`src/rtl/adc_sample_collector.sv`:
```
// rtl/adc_sample_collector.sv - round-robin ADC sample scanner with host-drained sample FIFO
module adc_sample_collector #(
  parameter int         NUM_CHANNELS = 2,
  parameter int         FIFO_DEPTH   = 64,
  parameter logic [7:0] BASE_ADDR    = 8'hF0
) (
  input  logic        clk,
  input  logic        reset,
  input  logic [15:0] addr,
  input  logic [31:0] data_in,
  input  logic        enable,
  input  logic        re,
  input  logic        wr,
  output logic [15:0] data_out,
  output logic        output_sample,
  output logic [7:0]  channel_select,
  input  logic [31:0] sample_data,
  output logic        data_ready
);

  localparam int AW = (FIFO_DEPTH > 1) ? $clog2(FIFO_DEPTH) : 1;
  localparam int CW = (NUM_CHANNELS > 1) ? $clog2(NUM_CHANNELS) : 1;
  localparam logic [AW:0]   FULL_COUNT = (AW + 1)'(FIFO_DEPTH);
  localparam logic [CW-1:0] LAST_CH    = CW'(NUM_CHANNELS - 1);

  typedef enum logic [1:0] {IDLE, REQ, CHECK} state_t;

  state_t        state;
  logic [CW-1:0] ch;
  logic [CW-1:0] next_ch;
  logic          run;
  logic [15:0]   last_seq [NUM_CHANNELS];
  logic [15:0]   mem [FIFO_DEPTH];
  logic [AW-1:0] wr_ptr;
  logic [AW-1:0] rd_ptr;
  logic [AW:0]   count;
  logic [15:0]   drops;
  logic          overflow;
  logic          data_rd_q;

  logic hit, reg_rd, data_rd, ctrl_wr, clear, ovf_clr;
  logic fifo_empty, fifo_full, pop, push_req, push, drop;
  logic unused_bits;

  assign hit        = enable && (addr[15:8] == BASE_ADDR);
  assign reg_rd     = hit && re;
  assign data_rd    = reg_rd && (addr[7:0] == 8'h10);
  assign ctrl_wr    = hit && wr && (addr[7:0] == 8'h01);
  assign clear      = ctrl_wr && data_in[1];
  assign ovf_clr    = hit && wr && (addr[7:0] == 8'h02) && data_in[2];
  assign fifo_empty = (count == '0);
  assign fifo_full  = (count == FULL_COUNT);
  assign next_ch    = (ch == LAST_CH) ? '0 : ch + 1'b1;
  assign data_ready = !fifo_empty;
  assign unused_bits = ^data_in[31:3];

  // Only the first cycle of a held DATA read pops; clear wins over any FIFO traffic.
  assign pop      = data_rd && !data_rd_q && !fifo_empty && !clear;
  assign push_req = (state == CHECK) && (sample_data != '0) && (sample_data[31:16] != last_seq[ch]);
  assign push     = push_req && (!fifo_full || pop) && !clear;
  assign drop     = push_req && fifo_full && !pop && !clear;

  always_ff @(posedge clk) begin
    if (!reset) begin
      state          <= IDLE;
      ch             <= '0;
      output_sample  <= 1'b0;
      channel_select <= 8'd0;
    end else if (clear) begin
      state         <= IDLE;
      ch            <= '0;
      output_sample <= 1'b0;
    end else begin
      case (state)
        IDLE: begin
          if (run) begin
            state          <= REQ;
            ch             <= '0;
            output_sample  <= 1'b1;
            channel_select <= 8'd0;
          end
        end
        REQ: begin
          state         <= CHECK;
          output_sample <= 1'b0;
        end
        CHECK: begin
          if (run) begin
            state          <= REQ;
            ch             <= next_ch;
            output_sample  <= 1'b1;
            channel_select <= 8'(next_ch);
          end else begin
            state <= IDLE;
          end
        end
        default: begin
          state         <= IDLE;
          output_sample <= 1'b0;
        end
      endcase
    end
  end

  always_ff @(posedge clk) begin
    if (!reset) begin
      run       <= 1'b0;
      wr_ptr    <= '0;
      rd_ptr    <= '0;
      count     <= '0;
      drops     <= 16'd0;
      overflow  <= 1'b0;
      data_rd_q <= 1'b0;
      for (int i = 0; i < NUM_CHANNELS; i++) last_seq[i] <= 16'd0;
    end else begin
      data_rd_q <= data_rd;
      if (ctrl_wr) run <= data_in[0];
      if (clear) begin
        wr_ptr   <= '0;
        rd_ptr   <= '0;
        count    <= '0;
        drops    <= 16'd0;
        overflow <= 1'b0;
        for (int i = 0; i < NUM_CHANNELS; i++) last_seq[i] <= 16'd0;
      end else begin
        // A rejected sample still counts as seen, so it is not retried next round.
        if (push_req) last_seq[ch] <= sample_data[31:16];
        if (push) wr_ptr <= wr_ptr + 1'b1;
        if (pop)  rd_ptr <= rd_ptr + 1'b1;
        if (push && !pop)      count <= count + 1'b1;
        else if (pop && !push) count <= count - 1'b1;
        if (drop && (drops != 16'hFFFF)) drops <= drops + 1'b1;
        if (ovf_clr)   overflow <= 1'b0;
        else if (drop) overflow <= 1'b1;
      end
    end
  end

  always_ff @(posedge clk) begin
    if (reset && push) mem[wr_ptr] <= sample_data[15:0];
  end

  always_ff @(posedge clk) begin
    if (!reset) begin
      data_out <= 16'd0;
    end else if (reg_rd) begin
      case (addr[7:0])
        8'h01:   data_out <= {15'd0, run};
        8'h02:   data_out <= {13'd0, overflow, fifo_full, fifo_empty};
        8'h03:   data_out <= 16'(count);
        8'h04:   data_out <= drops;
        8'h09:   data_out <= 16'h5C01;
        8'h10:   data_out <= fifo_empty ? 16'd0 : mem[rd_ptr];
        default: data_out <= 16'd0;
      endcase
    end else begin
      data_out <= 16'd0;
    end
  end

endmodule

```
`config.mk`:
```
export PLATFORM = sky130hd
export DESIGN_NAME = adc_sample_collector
export DESIGN_NICKNAME = d
export VERILOG_FILES = /design/src/rtl/adc_sample_collector.sv
export SDC_FILE = /design/constraint.sdc
export NUM_CORES = 1
export LEC_CHECK = 0
export CORE_ASPECT_RATIO = 0.75
export CORE_MARGIN = 3
export CORE_UTILIZATION = 61
export CTS_BUF_LIST = sky130_fd_sc_hd__clkbuf_16
export DETAILED_ROUTE_END_ITERATION = 8
export PLACE_DENSITY = 0.79
export SLEW_MARGIN = 20
export SYNTH_ARGS = -nofsm -noshare
export SYNTH_HDL_FRONTEND = slang
export SYNTH_SLANG_ARGS = --single-unit
```
`constraint.sdc`:
```
create_clock -name clk -period 5.4 [get_ports clk]
set_input_delay 1.08 -clock clk [delete_from_list [all_inputs] [get_ports clk]]
set_output_delay 1.08 -clock clk [all_outputs]
set_load 0.02 [all_outputs]
```
==> results.ini, run 1 <==
[logic_synthesis]
synth_cell_types=72
async_flop_share=0
yosysSeqAreaShare=0.7462
synthesis.area_mm2=0.04427
avgSynthCellArea_um2=20.09
ys.flop_type=edfxtp_1
synth_top_area_share=0.7164
netlist_instances=2203
yosysTopAreaCell=edfxtp_1
synth-seq-cells=1122
synth_edf_count=1056
yosysWarnings=0
synthTopCellsByCount=edfxtp_1, mux4_2, nor2_1
synth_most_common_cell=edfxtp_1
yosys-top-cells-area=edfxtp_1, mux4_2, dfxtp_1

[power_and_ir_drop]
leakagePower_uw=0.01543
powerDensity_mw_per_mm2=334.5
switchingPower_uw=3261
p_sw_frac=0.1962
p_int_uw=13360
clock_power_share=0.414
power_frac_seq=0.572
combinationalPowerShare=0.014
ir_worst_vdd_uv=324.0

[final_layout]
drive_gt1_frac=0.2382
regArea_mm2=0.03305
area_growth_syn_to_layout_pct=12.26
final_cells=3418
nFillCells=4106
multi_input_area_mm2=0.01053
final_nets=2483
fin_area_mm2=0.04969
final_util=0.7005

[place]
routabilityCongestion=0.8851
placed_cell_area_mm2=0.04657
dpl.hpwl_mm=63.75
placed_cells=3235
io_buffers=74

[sta]
post-route-min-period_ns=4.396
hold_viol=0
fin_setup_tns_ns=0
skew_ns=0.02056
worst_pin_slew_ns=1.108
finalSetupViolations=0
max_freq_ghz=0.2275
timing.final.crit_share=0.8141
relSlewSlack=0.2587
rsz0062_at_grt=no
final_max_slew_viol_count=0

[clock_network]
post-cts-setup-buffers=0
clockRootBuffer=clkbuf_16
cts_resized=0
htree_levels=3
numCtsBuffers=97
cts_sinks=1122
cts.clk_slew.worst_paths_ns=0.06
insertion_delay_ns=0.68
hold_buffers=0
tritoncts=built
clock_path_buffers=3

[setup_path]
cp-end-kind=flop
worst_path_dominant_cell_family=simple AND/OR/NAND/NOR gates
cpMostUsedCell=buf_4
cp.arrival_ns=4.74
cp_max_fo=26
startpoint_type=flop
critical_path_buf_inv_count=2
cp_slowest_stage_delay_ns=0.98
slowest_stage=dfxtp_1
crit_chain=mux2i_1 > xnor2_1 > nor4_1 > nand4_2 > nor3b_2 > buf_4 > nand4b_2 > nor2_1 > buf_4
path_class=flop to flop
required_ns=5.74

[global_route]
grt_pass1_vias=23596
gr-total-overflow=0
grt.total_usage=0.3028
antenna_found_initial=5
grt_max_degree=75
grt_pass1_wl_mm=163.6

[route]
route.detailed.drc=0
dr.first_iter.drc_count=3870
wl_per_cell_um=32.68
drt-total-wl_mm=111.7
via_per_inst=6.905
antenna_left=0
drt_first_pass_iters=6
vias=23600

[die]
fp.dieW_um=317.1
initial_core_util=0.6240
num_io_pins=111
fp.dieH_um=239.3
fp.coreArea_mm2=0.07094
die_area_mm2=0.07587
rows=84

[job]
drv_cap=0

[outcome]
status=finished, final reports clean

[hold_path]
hold_path.class=flop to flop

==> cell type report <==
cell class | count | area share
Antenna cell | 4 | 0.0002014
Clock buffer | 101 | 0.05086
Clock inverter | 78 | 0.01161
Inverter | 10 | 0.0007553
Multi-Input combinational cell | 949 | 0.2119
Sequential cell | 1122 | 0.6650
Tap cell | 946 | 0.02382
Timing Repair Buffer | 208 | 0.03580
==> layer usage <==
metal  share of wire  GRT usage  vias to the layer above  wire length [um]
met2            0.47     0.4535                     1764             52020
met3            0.13    0.08650                      259             14810
met4           0.037     0.1057                        0              4140
met1            0.36     0.4362                    12087             40720
met5               0          0                        -                 0
li1                -          -                     9490                 -
==> sequential cells by signal, summed over array words and instances, names as in the netlist, named ones only <==
register        flops
ch                  1
channel_select      1
count               7
data_out           16
data_rd_q           1
drops              16
last_seq           32
mem              1024
output_sample       1
overflow            1
rd_ptr              6
run                 1
state               2
wr_ptr              6
==> per-stage QoR <==
stage	setup WS, ns	hold slack, ns	power, uW
CTS	0.9144	0.4413	16660
global placement	0.5146	0.4174	9906
detailed placement	0.4632	0.4328	9923
global route	0.7864	0.4665	16990
floorplan	1.039	0.4032	9734
finish	1.004	0.4358	16620
==> placed cells by master, fill, tap and decap left out, types with 10 or more instances in the layout <==
cell type        instances
a22oi_1                 26
dfxtp_1                 61
nand2b_1                10
mux4_2                 254
nand2_1                 40
edfxtp_1              1056
and3_1                  21
clkbuf_16              101
nor2_1                  99
buf_2                   16
and2_1                  23
nor2b_1                 26
clkdlybuf4s50_1         58
mux2i_1                 84
a21oi_1                 38
o211ai_1                17
mux2_2                  21
clkinv_2                14
clkinv_1                25
nand4_1                 17
o22ai_1                 17
inv_1                   32
xnor2_1                 25
a211oi_1                19
nor4_1                  20
o21ai_0                 29
nand3_1                 17
buf_4                  125
==> cells by family (layout without fill, tap and decap cells) <==
| logic type | after synthesis | count (layout) | synth area share |
|---|---|---|---|
| xor gates and xnor gates | 34 | 34 | 0.006727 |
| and+or+nand+nor | 340 | 340 | 0.04277 |
| adders and majority gates | 10 | 10 | 0.002996 |
| DFF | 1122 | 1122 | 0.7462 |
| AOI/OAI and AO/OA | 199 | 199 | 0.03064 |
| buffers and inverters | 138 | 397 | 0.01702 |
| other | 1 | 11 | 0.00008471 |
| muxes | 359 | 359 | 0.1536 |
==> power groups by stage <==
stage | Clock [uW] | Sequential (uW) | Combinational [uW]
floorplan | 0 | 9700 | 36.7
global placement | 0 | 9690 | 213
detailed placement | 0 | 9700 | 227
CTS | 6930 | 9510 | 229
global route | 7240 | 9500 | 247
finish | 6880 | 9510 | 234
==> path summary, 6_finish.rpt <==
check / slack (ns) / depth (start not counted) / startpoint / endpoint
min: 0.44 / 1 / state[1] / state[1]
max: 1.00 / 9 / flop / mem[13][13]
max reg2reg: 1.00 / 9 / flop / mem[13][13]
min reg2reg: 0.44 / 1 / state[1] / state[1]
==> worst register-to-register path: cells and delay by family (launching register included) <==
kind	cells	cell delay, ns
buf+inv	2	0.73
xor+xnor	1	0.19
simple gates	5	1.81
flops	1	0.98
mux	1	0.37
(Power assumes the default switching activity.)
==> run 2, diff against run 1 <==
Clock period 5.4 ns to 4.1 ns, I/O delays scaled along.
==> results.ini, run 2 (same netlist as run 1, synthesis figures left out) <==
[route]
antenna_left=0  ; unchanged
via_per_inst=6.919  ; +0.21%
drt-total-wl_mm=116.9  ; +4.6%
vias=24265  ; +2.8%
dr.first_iter.drc_count=3927  ; +1.5%
route.detailed.drc=0  ; unchanged
wl_per_cell_um=33.32  ; +2.0%
drt_first_pass_iters=8  ; +2

[hold_path]
hold_path.class=flop to flop

[global_route]
grt.total_usage=0.3153  ; +0.01244
gr-total-overflow=0  ; unchanged
grt_pass1_vias=24414  ; +3.5%
grt_pass1_wl_mm=169.7  ; +3.8%
grt_max_degree=65  ; -13%
antenna_found_initial=4  ; -1

[final_layout]
area_growth_syn_to_layout_pct=15.76
reg_top3=mem x1024, last_seq x32
final_cell_mix=edfxtp_1, mux4_2, buf_4, nor2_1, clkbuf_16
final_nets=2572  ; +3.6%
drive_gt1_frac=0.2645  ; +0.02620
largest_reg_flops=1024  ; unchanged
top_register=mem
layout_commonest_cell=edfxtp_1

[job]
drv_cap=0  ; unchanged

[die]
fp.dieH_um=239.3  ; unchanged
rows=84  ; unchanged
fp.dieW_um=317.1  ; unchanged
num_io_pins=111  ; unchanged
fp.coreArea_mm2=0.07094  ; unchanged
initial_core_util=0.6240  ; unchanged
die_area_mm2=0.07587  ; unchanged

[power_and_ir_drop]
leakagePower_uw=0.01607  ; +4.2%
finalPower_uw=21950  ; +32%
ir_worst_vdd_uv=499.1  ; +54%
powerDensity_mw_per_mm2=428.3  ; +28%

[sta]
skew_ns=0.02979  ; +0.009234 ns
hold_viol=0  ; unchanged
max_freq_ghz=0.2514
finalSetupViolations=0  ; unchanged
worst_pin_slew_ns=1.118  ; +0.009981 ns
relSlewSlack=0.2520  ; -0.006678
final_max_slew_viol_count=0  ; unchanged
post-route-min-period_ns=3.978
fin_setup_tns_ns=0  ; unchanged
rsz0062_at_grt=no
timing.final.crit_share=0.9702

[setup_path]
required_ns=4.70  ; -1.04 ns
cp.arrival_ns=4.58  ; -0.16 ns
cp_max_fo=2  ; -92%
path_class=primary input to flop
rrSetupSlack_ns=0.28  ; -0.72 ns
cp-end-kind=flop
startpoint_type=primary input

[place]
dpl.hpwl_mm=67.39  ; +5.7%
io_buffers=74  ; unchanged
routabilityCongestion=0.8878  ; +0.31%

[clock_network]
htree_levels=3  ; unchanged
tritoncts=built
cts_sinks=1122  ; unchanged
numCtsBuffers=98  ; +1.0%
hold_buffers=0  ; unchanged
clock_path_buffers=3  ; unchanged
cts.clk_slew.worst_paths_ns=0.07  ; about the same
clockRootBuffer=clkbuf_16
post-cts-setup-buffers=0  ; unchanged
insertion_delay_ns=0.69  ; about the same

[outcome]
status=finished, final reports clean

[run 2: changes by cell type in the layout (fill, tap and decap cells not counted), sizes merged]
cell,before,now
inv,37,39
clkbuf,101,100
bufinv,9,8
clkinvlp,2,6
diode,4,1
buf,150,238
[run 2: path summary, 6_finish.rpt]
check / cells past startpoint / startpoint / to
setup / recovery: 18 / sample_data[5] / count[6]
hold / removal: 1 / state[1] / state[1]
setup reg to reg: 17 / flop / count[6]
hold reg to reg: 1 / state[1] / state[1]
[run 2: where the power goes]
group / switching, uW / internal (uW) / total [uW] / leakage, uW
clock: 4140 / 4950 / 9080 / 0.00160
combinational: 253 / 91.9 / 345 / 0.00440
sequential: 3.16 / 12500 / 12500 / 0.0101
total: 4390 / 17600 / 21900 / 0.0161
[run 2: timing repair]
action	in CTS	in global routing
pin swaps	0	0
resized for setup	1	2
endpoints found under the setup margin	1	32
[run 2: metal layers]
metal	vias up	routed length (um)	GRT usage	part of all wire
met2	1830	55500	0.4864	0.47
met1	12476	42260	0.4561	0.36
li1	9670	-	-	-
met5	-	0	0	0
met4	0	4292	0.1072	0.037
met3	289	14820	0.07015	0.13
[run 2: layout make-up]
cell class / count / area [um^2]
flip-flops and latches: 1122 / 33050
diodes: 1 / 2.502
fillers: 3923 / 19700
repair buffers: 296 / 3316
inverters: 10 / 37.54
clock buffers: 100 / 2502
clock inverters: 83 / 619.3
multi-input cells: 949 / 10530
well taps: 946 / 1184
[run 2: per-stage QoR]
| stage | hold WS, ns | utilization | instance area [um^2] | cells | setup slack, ns |
|---|---|---|---|---|---|
| final | 0.4394 | 0.7223 | 51240 | 3507 | 0.1221 |
| after global routing | 0.4624 | 0.7223 | 51240 | 3506 | 0.02018 |
| after CTS | 0.4347 | 0.7221 | 51230 | 3506 | 0.1613 |
| after detailed placement | 0.4257 | 0.6780 | 48100 | 3323 | -0.6311 |
| after global placement | 0.4168 | 0.6780 | 48100 | 3323 | -0.6381 |
| after floorplan | 0.4032 | - | 44290 | 2209 | 0.009089 |
[run 2: worst max-delay path, cell delays in order]
cell	delay, ns
buf_2	0.12
nor4_2	0.59
nand4_1	0.44
buf_4	0.29
o21ai_0	0.23
nor2b_1	0.12
nand3_2	0.09
inv_1	0.05
ha_1	0.21
inv_1	0.08
ha_1	0.25
a21o_1	0.20
a21oi_1	0.20
o21bai_1	0.09
a21oi_1	0.20
xnor2_1	0.12
or3_1	0.33
a21oi_1	0.14
